--- src/rtl/mips_mc_main_ctrl.sv ---
// Multi-cycle MIPS main control FSM: fetch/decode/execute/memory/write-back sequencing.
// Optional jump support: define MIPS_MC_CTRL_JUMP_EN to decode opcode 6'b000010 into JEX.
module mips_mc_main_ctrl (
  input  logic       clk,
  input  logic       rst_n,
  input  logic [5:0] op,
  input  logic       mem_ready,
  output logic       pc_write,
  output logic       pc_write_cond,
  output logic       i_or_d,
  output logic       mem_read,
  output logic       mem_write,
  output logic       ir_write,
  output logic       mem_to_reg,
  output logic       reg_dst,
  output logic       reg_write,
  output logic       alu_src_a,
  output logic [1:0] alu_src_b,
  output logic [1:0] alu_op,
  output logic [1:0] pc_src,
  output logic       illegal_op,
  output logic [3:0] state
);

  localparam logic [5:0] OP_RTYPE = 6'b000000;
  localparam logic [5:0] OP_LW    = 6'b100011;
  localparam logic [5:0] OP_SW    = 6'b101011;
  localparam logic [5:0] OP_BEQ   = 6'b000100;
  localparam logic [5:0] OP_ADDI  = 6'b001000;
`ifdef MIPS_MC_CTRL_JUMP_EN
  localparam logic [5:0] OP_J     = 6'b000010;
`endif

  typedef enum logic [3:0] {
    IDLE    = 4'd0,
    FETCH   = 4'd1,
    DECODE  = 4'd2,
    MEMADR  = 4'd3,
    MEMRD   = 4'd4,
    MEMWB   = 4'd5,
    MEMWR   = 4'd6,
    RTYPEEX = 4'd7,
    RTYPEWB = 4'd8,
    BEQEX   = 4'd9,
    ADDIEX  = 4'd10,
`ifdef MIPS_MC_CTRL_JUMP_EN
    ADDIWB  = 4'd11,
    JEX     = 4'd12
`else
    ADDIWB  = 4'd11
`endif
  } state_e;

  state_e r_state;
  state_e w_next;
  logic   r_illegal;
  logic   w_bad_op;

  // State register
  always_ff @(posedge clk or negedge rst_n) begin
    if (!rst_n) r_state <= IDLE;
    else        r_state <= w_next;
  end

  // Sticky illegal-opcode flag, set when DECODE rejects the opcode
  always_ff @(posedge clk or negedge rst_n) begin
    if (!rst_n)        r_illegal <= 1'b0;
    else if (w_bad_op) r_illegal <= 1'b1;
  end

  // Next-state and Moore output decode
  always_comb begin
    w_next        = r_state;
    w_bad_op      = 1'b0;
    pc_write      = 1'b0;
    pc_write_cond = 1'b0;
    i_or_d        = 1'b0;
    mem_read      = 1'b0;
    mem_write     = 1'b0;
    ir_write      = 1'b0;
    mem_to_reg    = 1'b0;
    reg_dst       = 1'b0;
    reg_write     = 1'b0;
    alu_src_a     = 1'b0;
    alu_src_b     = 2'b00;
    alu_op        = 2'b00;
    pc_src        = 2'b00;
    case (r_state)
      IDLE: w_next = FETCH;
      FETCH: begin
        mem_read  = 1'b1;
        alu_src_b = 2'b01;
        ir_write  = mem_ready;
        pc_write  = mem_ready;
        if (mem_ready) w_next = DECODE;
      end
      DECODE: begin
        alu_src_b = 2'b11;
        case (op)
          OP_LW, OP_SW: w_next = MEMADR;
          OP_RTYPE:     w_next = RTYPEEX;
          OP_BEQ:       w_next = BEQEX;
          OP_ADDI:      w_next = ADDIEX;
`ifdef MIPS_MC_CTRL_JUMP_EN
          OP_J:         w_next = JEX;
`endif
          default: begin
            w_next   = FETCH;
            w_bad_op = 1'b1;
          end
        endcase
      end
      MEMADR: begin
        alu_src_a = 1'b1;
        alu_src_b = 2'b10;
        w_next    = (op == OP_LW) ? MEMRD : MEMWR;
      end
      MEMRD: begin
        mem_read = 1'b1;
        i_or_d   = 1'b1;
        if (mem_ready) w_next = MEMWB;
      end
      MEMWB: begin
        mem_to_reg = 1'b1;
        reg_write  = 1'b1;
        w_next     = FETCH;
      end
      MEMWR: begin
        mem_write = 1'b1;
        i_or_d    = 1'b1;
        if (mem_ready) w_next = FETCH;
      end
      RTYPEEX: begin
        alu_src_a = 1'b1;
        alu_op    = 2'b10;
        w_next    = RTYPEWB;
      end
      RTYPEWB: begin
        reg_dst   = 1'b1;
        reg_write = 1'b1;
        w_next    = FETCH;
      end
      BEQEX: begin
        alu_src_a     = 1'b1;
        alu_op        = 2'b01;
        pc_write_cond = 1'b1;
        pc_src        = 2'b01;
        w_next        = FETCH;
      end
      ADDIEX: begin
        alu_src_a = 1'b1;
        alu_src_b = 2'b10;
        w_next    = ADDIWB;
      end
      ADDIWB: begin
        reg_write = 1'b1;
        w_next    = FETCH;
      end
`ifdef MIPS_MC_CTRL_JUMP_EN
      JEX: begin
        pc_write = 1'b1;
        pc_src   = 2'b10;
        w_next   = FETCH;
      end
`endif
      default: w_next = IDLE;
    endcase
  end

  assign illegal_op = r_illegal;
  assign state      = r_state;

endmodule

--- config.mk ---
export PLATFORM = sky130hd
export DESIGN_NAME = mips_mc_main_ctrl
export DESIGN_NICKNAME = d
export VERILOG_FILES = /design/src/rtl/mips_mc_main_ctrl.sv
export SDC_FILE = /design/constraint.sdc
export NUM_CORES = 1
export LEC_CHECK = 0
export ABC_AREA = 1
export CAP_MARGIN = 20
export CORE_MARGIN = 2
export CORE_UTILIZATION = 33
export DETAILED_ROUTE_END_ITERATION = 10
export PLACE_DENSITY = 0.81
export SYNTH_ARGS = -nofsm -noshare
export SYNTH_HDL_FRONTEND = slang
export SYNTH_SLANG_ARGS = --single-unit
--- constraint.sdc ---
create_clock -name clk -period 1.4 [get_ports clk]
set_input_delay 0.42 -clock clk [delete_from_list [all_inputs] [get_ports clk]]
set_output_delay 0.42 -clock clk [all_outputs]
set_load 0.005 [all_outputs]
==> parameters.txt, run 1 <==
Parameter                              Value

Synth
  Largest cells by area after synthesis    sky130_fd_sc_hd__dfrtp_1 (24%), sky130_fd_sc_hd__nand2_1 (14%), sky130_fd_sc_hd__nor2_1 (12%), sky130_fd_sc_hd__inv_1 (7.9%), sky130_fd_sc_hd__buf_4 (7.2%)
  Unique masters post-synth    21
  Area of the mapped netlist    520.5 µm²
  Post-synthesis cell type with the largest combined area    sky130_fd_sc_hd__dfrtp_1
  Count of yosys warnings during synthesis    0
  Cell count after synthesis    88
  Nets in the synthesized netlist    97
  Syn_area_per_cell    5.915 µm²
  #FFs+latches synth    5
  Sequential fraction of the synthesis area    24.04%
  Area share of the largest cell type after synthesis    24.04%

Status
  Stage where the flow stopped    5_1_grt
  Error message    [ERROR DPL-0038] Utilization greater than 100%, impossible to legalize
  Run status    stopped before the end

Place
  Placer congestion estimate    0.8375
  Setup slack after placement    -0.6055 ns
  Final HPWL DP    1430 µm
  Count of buffers inserted at the top-level ports    28

Clock network
  Total of hold buffers inserted after clock tree synthesis    0
  TritonCTS Sinks    5
  Number of H-tree branching levels    1
  Clock buffers created by TritonCTS    3
  Deepest clock path buffer count    2
  CTS Root Buffer Type    sky130_fd_sc_hd__clkbuf_4

GRT
  Largest net degree at the start of global routing    6

Floorplan
  Rows    14
  Effective utilization at floorplan    34.96%
  Die width    43.72 µm
  Chip height    43.72 µm
  I/O pin count    30

Timing
  Worst endpoint left by the global-route repair_timing run    reg_write
  Kind of pin the worst path terminates on    output port
==> kinds of logic after synthesis <==
group                  share of synthesized area [%]
AND/OR/NAND/NOR                                44.47
buffers and inverters                          17.31
AO/OA/AOI/OAI                                  13.46
flip-flops                                     24.04
other                                         0.7205
==> Yosys cell counts (all sizes together) <==
library cell and count:
a31oi 1, o21bai 1, nand3 7, nor3 1
nor2 20, o21ai 7, conb 1, nand2 21
buf 5, inv 14, nand4 1, a21oi 2
a211oi 1, dfrtp 5, and3 1
==> repair_timing <==
action	in CTS
buffers inserted	23
endpoints found under the setup margin	23
pin swaps	13
gates resized for setup	110
gates cloned	0
hold endpoints to repair	0
==> per-stage QoR <==
step	hold WS (ns)	setup TNS, ns	util, %	std cells	area (µm²)
global placement	0.4723	-7.377	64.71	149	963.4
floorplan	0.1244	-0.01317	-	88	535.5
CTS	0.3905	-5.171	82.52	176	1229
detailed placement	0.4776	-8.380	64.71	149	963.4
==> run 2, diff against run 1 <==
--- a/config.mk
+++ b/config.mk
@@ -7,10 +7,10 @@
 export LEC_CHECK = 0
 export ABC_AREA = 1
 export CAP_MARGIN = 20
-export CORE_MARGIN = 2
-export CORE_UTILIZATION = 33
+export CORE_AREA = 2 2 63 65
 export DETAILED_ROUTE_END_ITERATION = 10
-export PLACE_DENSITY = 0.81
+export DIE_AREA = 0 0 65 67
+export PLACE_DENSITY_LB_ADDON = 0.15
 export SYNTH_ARGS = -nofsm -noshare
 export SYNTH_HDL_FRONTEND = slang
 export SYNTH_SLANG_ARGS = --single-unit
==> constraint.sdc (replaced) <==
create_clock -name clk -period 1.8 [get_ports clk]
set_input_delay 0.54 -clock clk [delete_from_list [all_inputs] [get_ports clk]]
set_output_delay 0.54 -clock clk [all_outputs]
set_load 0.005 [all_outputs]
==> parameters.txt, run 2 <==
Parameter                              Value

Status
  Run status    finished, violations left (was stopped before the end)
  Violated checks    setup timing

Synth
  Count of yosys warnings during synthesis    0 (unchanged)
  Area share of the largest cell type after synthesis    24.04% (unchanged)
  Sequential fraction of the synthesis area    24.04% (unchanged)
  Post-synthesis cell type with the largest combined area    sky130_fd_sc_hd__dfrtp_1 (unchanged)
  Number of synthesized flops with an enable pin    0 (unchanged)
  Nets in the synthesized netlist    97 (unchanged)
  Area of the mapped netlist    520.5 µm² (unchanged)
  Largest cells by area after synthesis    sky130_fd_sc_hd__dfrtp_1 (24%), sky130_fd_sc_hd__nand2_1 (14%), sky130_fd_sc_hd__nor2_1 (12%), sky130_fd_sc_hd__inv_1 (7.9%), sky130_fd_sc_hd__buf_4 (7.2%) (unchanged)
  Unique masters post-synth    21 (unchanged)
  Most frequent cell after synthesis    sky130_fd_sc_hd__nand2_1 (unchanged)
  Flip-flop cell with the highest count after synthesis    sky130_fd_sc_hd__dfrtp_1 (unchanged)
  Syn_area_per_cell    5.915 µm² (unchanged)
  #FFs+latches synth    5 (unchanged)
  Most used standard cells in the synthesized netlist    sky130_fd_sc_hd__nand2_1 (19), sky130_fd_sc_hd__nor2_1 (16), sky130_fd_sc_hd__inv_1 (11), sky130_fd_sc_hd__nand3_1 (7) (unchanged)
  Cell count after synthesis    88 (unchanged)
  Async set-or-reset flop fraction in the synthesized netlist    100.0% (unchanged)

Timing
  Crit path time final    1.978 ns
  Highest clock frequency the design can meet    505.4 MHz
  Hold slack final    0.4788 ns
  Final worst-path setup slack    -0.1785 ns
  Number of hold violations in the final report    0
  Count of final setup violators    10
  Max Slew Vio Count    0
  Clock skew    0.001220 ns
  Portion of the clock cycle consumed by the worst path in the final layout    109.9%
  Unrepaired setup endpoints after global routing    true

Setup path
  Reg2Reg Depth    9
  Startpoint class of the critical path    flop
  Most numerous cell on the critical path    sky130_fd_sc_hd__buf_6
  Launch point of the worst path    state[2]$_DFFE_PN0P_
  CP Cell Sequence    buf_12 > nor2_4 > inv_2 > buf_6 > nor2_4 > buf_6 > buf_6 > buf_6
  CP max-delay cell    sky130_fd_sc_hd__dfrtp_2
  Internal reg-to-reg setup slack    0.34 ns
  RR Startpoint    state[2]$_DFFE_PN0P_
  CP peak stage delay    0.42 ns
  Critical path required time    1.26 ns
  Gate family responsible for the most delay along the worst path    buffers and inverters
  Highest fanout seen on the critical path    3
  Critical R2R Capture    state[0]$_DFFE_PN0P_
  Number of buffers and inverters on the critical path    6
  CP endpoint kind    output pin
  CP arrival    1.44 ns
  Crit Path Category    flop to output pin

Clock network
  Clock edge transition at the registers on the reported setup and hold paths    0.04 ns
  Clock latency at the later pin of the worst-skew pair    0.22 ns
  Number of H-tree branching levels    1 (unchanged)
  Clock buffers created by TritonCTS    3 (unchanged)
  TritonCTS Sinks    5 (unchanged)
  CTS Root Buffer Type    sky130_fd_sc_hd__clkbuf_8 (was sky130_fd_sc_hd__clkbuf_4)
  Deepest clock path buffer count    2 (unchanged)
  CTS tree    done

Detailed routing
  Number of vias per cell after detailed routing    3.837
  Number of routed nets with antenna violations    0
  Drt total wl    1998 µm
  Total number of vias    779
  Average wire length per cell after detail routing    9.842 µm
  Post-route DRC    0
  Number of DRC markers in iteration 0    13
  Drt first pass iters    4

Cells and area
  Finished Layout Cells    203
  Fraction of final layout cells with drive strength greater than 1    57.42%
  Number of nets in the final layout    165
  Area grow syn2layout    147.6%
  Most common cell after layout, fill and taps aside    sky130_fd_sc_hd__buf_4
  Ant. Diodes    0
  Number of inserted filler cells in the final layout    395
  Most frequent cells in the layout    sky130_fd_sc_hd__buf_4 (29), sky130_fd_sc_hd__nand2_1 (17), sky130_fd_sc_hd__buf_6 (15), sky130_fd_sc_hd__nor2_4 (9)
  Flip-flop count of the largest register after layout    4
  Multi-input logic area    401.6 µm²
  Storage cell area    128.9 µm²

Place
  Cell Count Post-Placement    183 (was 149)
  Count of buffers inserted at the top-level ports    28 (unchanged)
  Final HPWL DP    1435 µm (was 1430 µm)
  Placer congestion estimate    0.7788 (was 0.8375)

Worst hold path
  Hold Crit Class    flop to flop
  Worst Hold Path Cells    1
  Hold path startpoint    illegal_op$_DFFE_PN0P_
  Min-Delay Endpoint    illegal_op$_DFFE_PN0P_

GRT
  Number of global-route vias before repair    771
  Number of antenna violations at the first check in global routing    0
  First-pass GRT wire length    3401 µm
  Largest net degree at the start of global routing    6
  Total global routing track utilization    10.24%
  Global route overflow    0

Floorplan
  I/O pin count    30 (unchanged)
  Die Outline Area    4355 µm²
  Standard cell core area    3606 µm²
  Die width    65 µm (was 43.72 µm)
  Chip height    67 µm (was 43.72 µm)
  Rows    22 (was 14)
  Effective utilization at floorplan    14.43% (was 34.96%)

Power
  Leakage power of the design    0.6555 nW
  Worst-case vdd ir drop    0.4068 mV
  Power density cells    1274 nW/µm²

Job
  Max-cap check violation count    0
-- run 2: kinds of logic after synthesis --
kind of cell / Yosys count / synth area share, %
flops: 5 / 24.04
simple gates: 51 / 44.47
buf+inv: 19 / 17.31
other cells: 1 / 0.7205
compound gates: 12 / 13.46
-- run 2: worst max-delay path by stage --
stage,to,slack [ns],cells after the start
2_1_floorplan,alu_op[0],0.20,5
3_3_place_gp,ir_write,-0.44,4
3_5_place_dp,pc_write,-0.47,4
4_1_cts,alu_src_a,-0.21,8
5_1_grt,alu_op[0],-0.24,8
6_report,pc_write_cond,-0.18,8
-- run 2: worst register-to-register path, cell delays in order (launching register included) --
cell and delay (ns):
sky130_fd_sc_hd__dfrtp_2 0.42, sky130_fd_sc_hd__buf_4 0.17, sky130_fd_sc_hd__nor2_4 0.14, sky130_fd_sc_hd__inv_2 0.08, sky130_fd_sc_hd__nor2_4 0.09, sky130_fd_sc_hd__inv_2 0.04, sky130_fd_sc_hd__buf_4 0.13, sky130_fd_sc_hd__o21ai_1 0.14
sky130_fd_sc_hd__nand3_1 0.12, sky130_fd_sc_hd__o21ai_2 0.07
-- run 2: layout make-up --
type	count	share of cell area (%)
clock buffer	4	3.495
multi-input combinational	64	31.16
sequential	5	10.00
inverter	14	4.272
tap	48	4.660
timing repair buffer	68	46.41
-- run 2: routing by layer --
layer	track usage, %	vias to the layer above	wire [µm]
li1	-	406	-
met1	11.45	346	858
met2	19.33	22	1032
met5	0	-	0
met3	1.014	5	72
met4	4.787	0	34
-- run 2: repair_timing --
action	4_1_cts	5_1_grt
endpoints found under the hold margin	0	0
hold buffers	0	0
endpoints found under the setup margin	18	15
pin swaps	11	8
buffers inserted	16	2
gates resized for setup	97	11
-- run 2: stage by stage --
stage	utilization [%]	setup TNS [ns]	worst slack, ns	instance area, µm²	total power [W]
floorplan	-	0	0.1979	520.5	0.0006035
global placement	27.83	-3.471	-0.4356	1003	0.001167
detailed placement	27.83	-3.543	-0.4703	1003	0.001162
CTS	36.02	-1.508	-0.2078	1299	0.001641
global route	35.74	-2.043	-0.2439	1289	0.001775
finish	35.74	-1.321	-0.1785	1289	0.001642
-- run 2: power breakdown --
part           leakage (nW)  total (W)  switching, W  internal [W]
sequential           0.0557   0.000207     0.0000532      0.000154
clock                0.0228   0.000209     0.0000568      0.000152
combinational         0.577    0.00123      0.000584      0.000642
(Power assumes the default switching activity.)
